--- src/rtl/sum_collect_if.sv ---
// rtl/sum_collect_if.sv - result-capture stream and status bundle for sum_collect
interface sum_collect_if #(
    parameter int DATA_W = 4,
    parameter int DEPTH  = 4,
    parameter int ACC_W  = 8
);
    localparam int CNT_W = $clog2(DEPTH) + 1;

    logic              in_valid;
    logic [DATA_W-1:0] sum_in;
    logic [DATA_W-1:0] idx_in;
    logic              out_ready;
    logic              out_valid;
    logic [DATA_W-1:0] out_sum;
    logic [DATA_W-1:0] out_idx;
    logic [CNT_W-1:0]  count;
    logic [ACC_W-1:0]  acc;
    logic              overflow;
    logic              seq_err;

    modport master (
        output in_valid, sum_in, idx_in, out_ready,
        input  out_valid, out_sum, out_idx, count, acc, overflow, seq_err
    );

    modport slave (
        input  in_valid, sum_in, idx_in, out_ready,
        output out_valid, out_sum, out_idx, count, acc, overflow, seq_err
    );
endinterface

--- src/rtl/sum_collect.sv ---
// rtl/sum_collect.sv - show-ahead result FIFO with idx sequence check and running sum
module sum_collect #(
    parameter int DATA_W = 4,
    parameter int DEPTH  = 4,
    parameter int ACC_W  = 8
) (
    input  logic         clk,
    input  logic         reset_L,
    sum_collect_if.slave bus
);
    localparam int PTR_W = $clog2(DEPTH);
    localparam int CNT_W = PTR_W + 1;

    logic [DATA_W-1:0] r_mem_sum [DEPTH];
    logic [DATA_W-1:0] r_mem_idx [DEPTH];
    logic [PTR_W-1:0]  r_wr_ptr;
    logic [PTR_W-1:0]  r_rd_ptr;
    logic [CNT_W-1:0]  r_count;
    logic [ACC_W-1:0]  r_acc;
    logic              r_overflow;
    logic              r_seq_err;
    logic              r_have_prev;
    logic [DATA_W-1:0] r_prev_idx;

    logic              w_full;
    logic              w_pop;
    logic              w_push;
    logic              w_drop;
    logic [DATA_W-1:0] w_exp_idx;

    // A pop frees the slot the same edge, so a full FIFO still accepts a push
    // when the consumer drains; an empty FIFO never pops.
    assign w_full    = (r_count == CNT_W'(DEPTH));
    assign w_pop     = (r_count != '0) && bus.out_ready;
    assign w_push    = bus.in_valid && (!w_full || w_pop);
    assign w_drop    = bus.in_valid && w_full && !w_pop;
    assign w_exp_idx = r_prev_idx + DATA_W'(1);

    assign bus.out_valid = (r_count != '0);
    assign bus.out_sum   = r_mem_sum[r_rd_ptr];
    assign bus.out_idx   = r_mem_idx[r_rd_ptr];
    assign bus.count     = r_count;
    assign bus.acc       = r_acc;
    assign bus.overflow  = r_overflow;
    assign bus.seq_err   = r_seq_err;

    // Entry storage; cleared on reset so the head reads 0 while empty.
    always_ff @(posedge clk or posedge reset_L) begin
        if (reset_L) begin
            for (int i = 0; i < DEPTH; i++) begin
                r_mem_sum[i] <= '0;
                r_mem_idx[i] <= '0;
            end
        end else if (w_push) begin
            r_mem_sum[r_wr_ptr] <= bus.sum_in;
            r_mem_idx[r_wr_ptr] <= bus.idx_in;
        end
    end

    // Read/write pointers and occupancy; pointers wrap naturally at DEPTH.
    always_ff @(posedge clk or posedge reset_L) begin
        if (reset_L) begin
            r_wr_ptr <= '0;
            r_rd_ptr <= '0;
            r_count  <= '0;
        end else begin
            if (w_push) r_wr_ptr <= r_wr_ptr + PTR_W'(1);
            if (w_pop)  r_rd_ptr <= r_rd_ptr + PTR_W'(1);
            case ({w_push, w_pop})
                2'b10:   r_count <= r_count + CNT_W'(1);
                2'b01:   r_count <= r_count - CNT_W'(1);
                default: r_count <= r_count;
            endcase
        end
    end

    // Accumulator, sticky flags and idx continuity track accepted pushes only.
    always_ff @(posedge clk or posedge reset_L) begin
        if (reset_L) begin
            r_acc       <= '0;
            r_overflow  <= 1'b0;
            r_seq_err   <= 1'b0;
            r_have_prev <= 1'b0;
            r_prev_idx  <= '0;
        end else begin
            if (w_drop) r_overflow <= 1'b1;
            if (w_push) begin
                r_acc       <= r_acc + ACC_W'(bus.sum_in);
                r_have_prev <= 1'b1;
                r_prev_idx  <= bus.idx_in;
                if (r_have_prev && (bus.idx_in != w_exp_idx)) r_seq_err <= 1'b1;
            end
        end
    end
endmodule

--- src/flat_wrapper.sv ---
// flat-port wrapper written by rule: the top's interface ports become plain ports
module sum_collect_flat 
#(
    parameter int DATA_W = 4,
    parameter int DEPTH  = 4,
    parameter int ACC_W  = 8
)
  (clk, reset_L, bus_in_valid, bus_sum_in, bus_idx_in, bus_out_ready, bus_out_valid, bus_out_sum, bus_out_idx, bus_count, bus_acc, bus_overflow, bus_seq_err);
  sum_collect_if #(.DATA_W(DATA_W), .DEPTH(DEPTH), .ACC_W(ACC_W)) bus_i ();
  input  logic clk;
  input  logic reset_L;
  input wire logic [$bits(bus_i.in_valid)-1:0] bus_in_valid;
  input wire logic [$bits(bus_i.sum_in)-1:0] bus_sum_in;
  input wire logic [$bits(bus_i.idx_in)-1:0] bus_idx_in;
  input wire logic [$bits(bus_i.out_ready)-1:0] bus_out_ready;
  output wire logic [$bits(bus_i.out_valid)-1:0] bus_out_valid;
  output wire logic [$bits(bus_i.out_sum)-1:0] bus_out_sum;
  output wire logic [$bits(bus_i.out_idx)-1:0] bus_out_idx;
  output wire logic [$bits(bus_i.count)-1:0] bus_count;
  output wire logic [$bits(bus_i.acc)-1:0] bus_acc;
  output wire logic [$bits(bus_i.overflow)-1:0] bus_overflow;
  output wire logic [$bits(bus_i.seq_err)-1:0] bus_seq_err;
  assign bus_i.in_valid = bus_in_valid;
  assign bus_i.sum_in = bus_sum_in;
  assign bus_i.idx_in = bus_idx_in;
  assign bus_i.out_ready = bus_out_ready;
  assign bus_out_valid = bus_i.out_valid;
  assign bus_out_sum = bus_i.out_sum;
  assign bus_out_idx = bus_i.out_idx;
  assign bus_count = bus_i.count;
  assign bus_acc = bus_i.acc;
  assign bus_overflow = bus_i.overflow;
  assign bus_seq_err = bus_i.seq_err;
  sum_collect #(.DATA_W(DATA_W), .DEPTH(DEPTH), .ACC_W(ACC_W)) u_core (.clk(clk), .reset_L(reset_L), .bus(bus_i));
endmodule
--- config.mk ---
export PLATFORM = sky130hd
export DESIGN_NAME = sum_collect_flat
export DESIGN_NICKNAME = d
export VERILOG_FILES = /design/src/rtl/sum_collect_if.sv /design/src/rtl/sum_collect.sv /design/src/flat_wrapper.sv
export SDC_FILE = /design/constraint.sdc
export NUM_CORES = 1
export LEC_CHECK = 0
export ABC_AREA = 1
export CAP_MARGIN = 25
export CORE_ASPECT_RATIO = 1.5
export CORE_MARGIN = 1
export CORE_UTILIZATION = 40
export DETAILED_ROUTE_END_ITERATION = 10
export HOLD_SLACK_MARGIN = 0.1
export PLACE_DENSITY = 0.65
export SLEW_MARGIN = 20
export SYNTH_ARGS = -nofsm -noshare
export SYNTH_HDL_FRONTEND = slang
export SYNTH_SLANG_ARGS = --single-unit
--- constraint.sdc ---
create_clock -name clk -period 4.12 [get_ports clk]
set_input_delay 0.412 -clock clk [delete_from_list [all_inputs] [get_ports clk]]
set_output_delay 0.412 -clock clk [all_outputs]
set_load 0.1 [all_outputs]
Yosys cells after proc, flatten, opt, wreduce, memory -nomap -nowiden

Index checks and enable logic that the tools add are counted.

Add/sub/neg operators: 6
Order comparisons: 3
Equal/unequal tests: 4
Mux-type cells: 11
Bitwise gates (word level): 2
Reduce and logical (&&, ||, !) cells: 12

Operator list:

| operator            | number |
|---|---|
| $bwmux 16           | 2 |
| $mux 4              | 5 |
| $bmux 4 s2          | 2 |
| $add 8x4->8         | 1 |
| $demux 4 s2         | 1 |
| $ge 3x3->1 const B  | 2 |
| $logic_and 1x1->1   | 6 |
| $not 2->3           | 2 |
| $pmux 3 s2          | 1 |
| $add 2x1->2 const B | 2 |
| $add 4x1->4 const B | 1 |
| $ne 4x4->1          | 1 |
| $add 3x1->3 const B | 1 |
| $eq 3x3->1 const B  | 1 |
| $lt 3x1->1 const B  | 1 |
| $reduce_bool 3->1   | 1 |
| $sub 3x1->3 const B | 1 |
| $eq 2x1->1 const B  | 1 |
| $eq 2x2->1 const B  | 1 |
| $logic_not 1->1     | 2 |
| $reduce_and 2->1    | 1 |
| $reduce_bool 2->1   | 1 |
| $logic_or 1x1->1    | 1 |

Register bits after elaboration: 54
Input bits: 12
Output and inout bits: 22
Word-level logic and storage cells: 54

Depth between registers and ports, before layout

Gate-level depths: netlist of the first run.

Depth after elaboration: 6
Depth in mapped cells: 11
Depth with buffers taken out: 10

Worst setup path before layout of the first run

Ideal clock, no wire load.

Kind: register -> output
Start point: register u_core.r_rd_ptr[0]
End point: output port bus_out_sum[1]
Arrival: 2.346 ns
Data required time: 3.708 ns
Path slack: 1.362 ns
Cell stages (with the launch flop): 6
Buffers on the path: 2
Cell sequence: dfrtp_1 buf_2 inv_1 buf_2 o21ai_0 o22ai_1

Word-level cells in the longest chain between the ends: 4

RTL lines:

| item                                       | line               | source |
|---|---|---|
| start: declaration                         | sum_collect.sv:17  | `logic [PTR_W-1:0] r_rd_ptr;` |
| start signal: assignment                   | sum_collect.sv:68  | `if (w_pop) r_rd_ptr <= r_rd_ptr + PTR_W'(1);` |
| $not 2->3 (implied by the code)            | sum_collect.sv:40  | `assign bus.out_sum = r_mem_sum[r_rd_ptr];` |
| $bmux 4 s2                                 | sum_collect.sv:40  |  |
| $mux 4 (implied by the code) (2 in series) | sum_collect.sv:40  |  |
| end: declaration                           | flat_wrapper.sv:17 | `output wire logic [$bits(bus_i.out_sum)-1:0] bus_out_sum;` |

No other way between the ends. The select of a mux whose other input is x is not followed.

Worst setup path after layout of the first run

Ends and elaborated chain as after synthesis.

==> results by group, run 1 <==
Run status
  – Status: finished clean

Cells and area
  – # fillers: 633
  – Ant. Diodes: 0
  – Nets: 371
  – Layout cell share with drive strength beyond 1: 0.07759
  – Area grow syn2layout: 19.66%

Synthesis
  – Synthesized net count: 337
  – Register area share after synthesis: 0.4984
  – Top-area cell type share of the netlist area: 0.4984
  – Synth area leaders: dfrtp_1 50%, nand2_1 12%, o21ai_0 6.8%
  – Post-Synthesis Cell Area: 2711 um^2
  – Dominant cell type by area after synthesis: dfrtp_1
  – Post-Syn Instances: 313
  – Post-synthesis adder-cell area fraction: 0.06091
  – Post-synth EDFFs: 0
  – Compound-Gate Fraction of Synth Area: 0.1560
  – Synthesis Warnings: 0
  – Post-Synth XOR/XNOR Area: 0.02584
  – Post-synthesis simple-gate area fraction: 0.1832
  – FF+latch count, synth: 54
  – Multiplexer share of the synthesized area: 0
  – Async SR Flop Fraction: 1.000
  – Count of different cell masters after synthesis: 25
  – Largest family of logic cells by synthesized area: simple AND/OR/NAND/NOR gates
  – Ys flop type: dfrtp_1
  – Mean area per synthesized cell: 8.662 um^2

Placed design
  – Post-place setup slack: 1.209 ns
  – PortBufs: 33
  – Detailed placement HPWL: 3790 um
  – GPL Wtd Cong: 0.7167

Routing
  – WL final: 5373 um
  – Initial DRC Count: 137
  – Initial DRT Pass Iterations: 4
  – Via count: 2087
  – Residual DRC count: 0
  – Routed Antenna Nets: 0
  – Vias per inst: 4.922
  – DR WL/cell: 12.67 um

STA
  – RSZ-0062 raised after global routing: no
  – Hold Vio Cnt, Final: 0
  – Final setup violation count: 0
  – Minimum clock period: 3.179 ns
  – Skew final: 0.007475 ns
  – Setup TNS: 0 ns
  – Slew headroom: 0.3488
  – F_max: 314.6 MHz
  – Fin crit share: 0.7716
  – Max-slew violations: 0
  – Worst setup slack after layout: 0.9412 ns
  – Pin slew with the least headroom to its limit: 0.9738 ns

Worst setup path
  – Buf+Inv Stages, Crit Path: 2
  – Setup CP Type: reg2out
  – Slowest cell on crit path: clkdlybuf4s50_1
  – Crit path depth: 4
  – Startpoint types: register
  – WP data arrival: 2.77 ns
  – Cell Chain, Critical Path: inv_1 -> o21ai_0 -> o22ai_1 -> clkdlybuf4s50_1
  – Worst setup path endpoint: bus_out_sum[1]
  – Worst R2R Path Depth: 9
  – CP max FO: 19
  – Critical Path Sink Type: output pin
  – Crit Reg-Reg Endpoint: u_core.bus.count[2]$_DFFE_PP0P_
  – Slowest stage delay, CP: 1.16 ns
  – Worst R2R Setup Slack: 1.88 ns
  – CP Launch Point: u_core.r_rd_ptr[0]$_DFFE_PP0P_
  – R2r startpoint: u_core.bus.count[0]$_DFFE_PP0P_
  – WP data required: 3.71 ns
  – Top Family by Delay on Critical Path: buffers and inverters

Die
  – Die Ht: 102.8 um
  – Starting Density: 0.4151
  – Die Footprint: 7118 um^2
  – Top Ports: 34
  – FP Rows: 36
  – Core Area: 6531 um^2
  – Die Span X: 69.22 um

Clock tree
  – Clock-pin transition on the worst setup and hold timing paths: 0.10 ns
  – CTS resizes: 0
  – TritonCTS clock tree: built
  – TritonCTS Sinks: 54
  – H-tree depth: 2
  – Post CTS Setup Buffer Count: 0
  – Clock Path Buffers: 2
  – Clock tree root driver cell: clkbuf_8
  – CTS buffer count: 5
  – Clk_lat worst skew: 0.30 ns
  – Hold-fix buffers at CTS: 0

Global route
  – First-pass GRT wire length: 9142 um
  – Vias in the first global route: 1970
  – Gr usage total: 0.1614
  – Initial antenna violation count: 0
  – Congestion Overflow GR: 0
  – Largest net degree at the start of global routing: 45

Flow run
  – Maxcap violations: 0

Worst hold path
  – Worst min path class: in2async
[state kept, by name, summed over array words and instances, names as in the netlist]
signal               count
u_core.r_mem_idx        16
u_core.r_mem_sum        16
u_core.bus.acc           8
u_core.r_prev_idx        4
u_core.bus.count         3
u_core.r_rd_ptr          2
u_core.r_wr_ptr          2
u_core.bus.overflow      1
u_core.bus.seq_err       1
u_core.r_have_prev       1
[cell usage in the layout, fill, tap and decap left out]
cell type / Yosys / final
o22ai_1: 8 / 8
ha_1: 10 / 10
buf_16: 0 / 1
xor2_1: 5 / 5
o21bai_1: 1 / 1
buf_4: 1 / 2
xnor2_1: 3 / 3
fa_1: 2 / 2
nand2_4: 3 / 3
nand3b_1: 1 / 1
inv_1: 34 / 33
clkdlybuf4s50_1: 0 / 33
nand2_2: 1 / 1
a21oi_2: 1 / 1
inv_2: 0 / 1
a21boi_0: 1 / 1
clkbuf_8: 0 / 6
bufinv_16: 0 / 2
nand3_1: 6 / 6
a21oi_1: 2 / 2
o21ai_2: 9 / 9
nor2_1: 23 / 23
nand2_1: 87 / 87
o21ai_0: 37 / 37
dfrtp_1: 54 / 54
o21ai_1: 15 / 15
nor2_2: 1 / 1
[routing by layer]
metal	vias to the layer above	wire length (um)	global-route usage
met2	40	2725	0.2935
met1	970	2413	0.1942
met5	-	0	0
met4	0	81	0.06122
met3	4	152	0.02248
li1	1073	-	-
[metrics by stage]
stage	hold slack [ns]	util	area, um^2	std cells
finish	0.4578	0.4967	3244	424
global route	0.4896	0.4967	3244	424
CTS	0.4636	0.4925	3217	423
detailed placement	0.4383	0.4707	3074	415
global placement	0.4352	0.4707	3074	415
floorplan	0.4219	-	2711	313
[synth_stat cells (2+ instances only)]
| library cell | number |
|---|---|
| nand2_1 | 87 |
| o22ai_1 | 8 |
| dfrtp_1 | 54 |
| nand2_4 | 3 |
| ha_1 | 10 |
| buf_2 | 2 |
| buf_6 | 5 |
| o21ai_1 | 15 |
| inv_1 | 34 |
| xnor2_1 | 3 |
| a21oi_1 | 2 |
| o21ai_0 | 37 |
| xor2_1 | 5 |
| nor2_1 | 23 |
| o21ai_2 | 9 |
| nand3_1 | 6 |
| fa_1 | 2 |
[cell type report]
cell class | instances | area, um^2 | area share
multi-input combinational | 216 | 1155 | 0.3560
clock inverter | 2 | 60.06 | 0.01851
sequential | 54 | 1351 | 0.4165
tap | 76 | 95.09 | 0.02931
inverter | 34 | 127.6 | 0.03934
clock buffer | 6 | 82.58 | 0.02545
timing repair buffer | 36 | 372.9 | 0.1149
[logic make-up after synthesis]
logic type      after synthesis
fa+ha+maj                    12
flops                        54
simple gates                122
buf+inv                      43
compound gates               74
xor+xnor                      8
[worst min path at each step]
stage | slack (ns) | cells past startpoint | endpoint
5_1_grt | 0.49 | 2 | u_core.r_have_prev$_DFFE_PP0P_
3_3_place_gp | 0.44 | 2 | u_core.r_have_prev$_DFFE_PP0P_
3_5_place_dp | 0.44 | 2 | u_core.r_have_prev$_DFFE_PP0P_
6_report | 0.46 | 2 | u_core.r_prev_idx[3]$_DFFE_PP0P_
4_1_cts | 0.46 | 2 | u_core.r_have_prev$_DFFE_PP0P_
2_1_floorplan | 0.42 | 2 | u_core.r_have_prev$_DFFE_PP0P_
Power of run 1 is not shown: default switching activity piles up to over one toggle a cycle in this logic, so the estimate is an artifact.
==> run 2: changes to the inputs <==
- PLACE_DENSITY: 0.65 -> 0.67
- clock period: 4.12 -> 2.7 ns (I/O delays scaled with it)
==> results by group, run 2 (synthesis results as in run 1) <==
Run status
  – Status: finished clean

Die
  – Top Ports: 34
  – Die Footprint: 7118 um^2
  – Die Ht: 102.8 um
  – Die Span X: 69.22 um
  – Core Area: 6531 um^2
  – FP Rows: 36
  – Starting Density: 0.4151

STA
  – Minimum clock period: 2.047 ns
  – Final setup violation count: 0
  – Setup TNS: 0 ns
  – Pin slew with the least headroom to its limit: 0.5086 ns
  – Skew final: 0.005505 ns
  – F_max: 488.5 MHz
  – Hold Vio Cnt, Final: 0
  – RSZ-0062 raised after global routing: no
  – Max-slew violations: 0
  – Fin crit share: 0.7582
  – Slew headroom: 0.6601

Routing
  – Residual DRC count: 0
  – Via count: 2123
  – Initial DRT Pass Iterations: 4
  – Vias per inst: 4.984
  – Initial DRC Count: 91
  – WL final: 5393 um
  – Routed Antenna Nets: 0
  – DR WL/cell: 12.66 um

Global route
  – Largest net degree at the start of global routing: 33
  – Congestion Overflow GR: 0
  – Gr usage total: 0.1649
  – Initial antenna violation count: 0
  – First-pass GRT wire length: 9425 um
  – Vias in the first global route: 2062

Worst setup path
  – WP data arrival: 1.78 ns
  – Cell Chain, Critical Path: inv_1 -> o21ai_0 -> o22ai_1 -> buf_4
  – Slowest cell on crit path: dfrtp_1
  – CP max FO: 9
  – Critical Path Sink Type: output pin
  – Worst R2R Setup Slack: 0.76 ns
  – Slowest stage delay, CP: 0.51 ns
  – WP data required: 2.43 ns
  – Startpoint types: register
  – R2r startpoint: u_core.bus.count[0]$_DFFE_PP0P_
  – CP Launch Point: u_core.r_rd_ptr[1]$_DFFE_PP0P_
  – Setup CP Type: reg2out

Cells and area
  – Most common cell after layout, fill and taps aside: nand2_1
  – Layout cell share with drive strength beyond 1: 0.1457
  – Ant. Diodes: 0
  – Area grow syn2layout: 16.06%
  – Commonest non-fill, non-tap cells in the layout: 87 x nand2_1, 53 x dfrtp_1, 37 x o21ai_0
  – Nets: 373

Clock tree
  – Clock-pin transition on the worst setup and hold timing paths: 0.09 ns
  – TritonCTS clock tree: built
  – Clk_lat worst skew: 0.30 ns
  – TritonCTS Sinks: 54
  – Post CTS Setup Buffer Count: 0
  – CTS resizes: 0
  – H-tree depth: 2
  – CTS buffer count: 5
  – Clock Path Buffers: 2
  – Hold-fix buffers at CTS: 0
  – Clock tree root driver cell: clkbuf_8

Placed design
  – PortBufs: 33
  – Detailed placement HPWL: 3826 um
  – GPL Wtd Cong: 0.8586

Worst hold path
  – Worst min path class: in2async

Flow run
  – Maxcap violations: 0
## run 2: final cells by class
type	count	area [um^2]
fillers	631	3385
multi-input cells	216	1155
repair buffers	38	325.3
inverters	34	127.6
well taps	76	95.09
clock buffers	7	86.33
flip-flops and latches	54	1353
clock inverters	1	5.005
## run 2: through the flow
stage	std cells	worst slack (ns)	util	hold slack, ns	cell area, um^2
after floorplan	313	0.08406	-	0.4219	2713
final	426	0.6529	0.4818	0.3122	3147
after global placement	418	0.5768	0.4678	0.4359	3055
after global routing	426	0.4984	0.4818	0.3595	3147
after detailed placement	418	0.5122	0.4678	0.4430	3055
after CTS	426	0.6500	0.4818	0.3207	3147
## run 2: critical path, delay by kind of cell (launching register included)
kind,cells,cell delay [ns]
AO/OA/AOI/OAI,2,0.33
flip-flops,1,0.51
buffers and inverters,2,0.64
## run 2: layer usage
metal	vias up	GRT usage	part of all wire
met4	0	0.05651	0.016
met5	-	0	0
met2	25	0.2965	0.51
met1	1021	0.2043	0.45
li1	1071	-	-
met3	6	0.02248	0.023
## run 2: final timing paths
path	end	cells after the start
worst max-delay path	bus_out_idx[3]	4
worst min register to register	u_core.r_have_prev$_DFFE_PP0P_	2
worst min-delay path	u_core.r_mem_sum[6]$_DFFE_PP0P_	2
worst max register to register	u_core.bus.count[2]$_DFFE_PP0P_	9
min in group clk	u_core.r_have_prev$_DFFE_PP0P_	2
max in group asynchronous	u_core.r_prev_idx[1]$_DFFE_PP0P_	3
Power of run 2 is left out for the same reason.
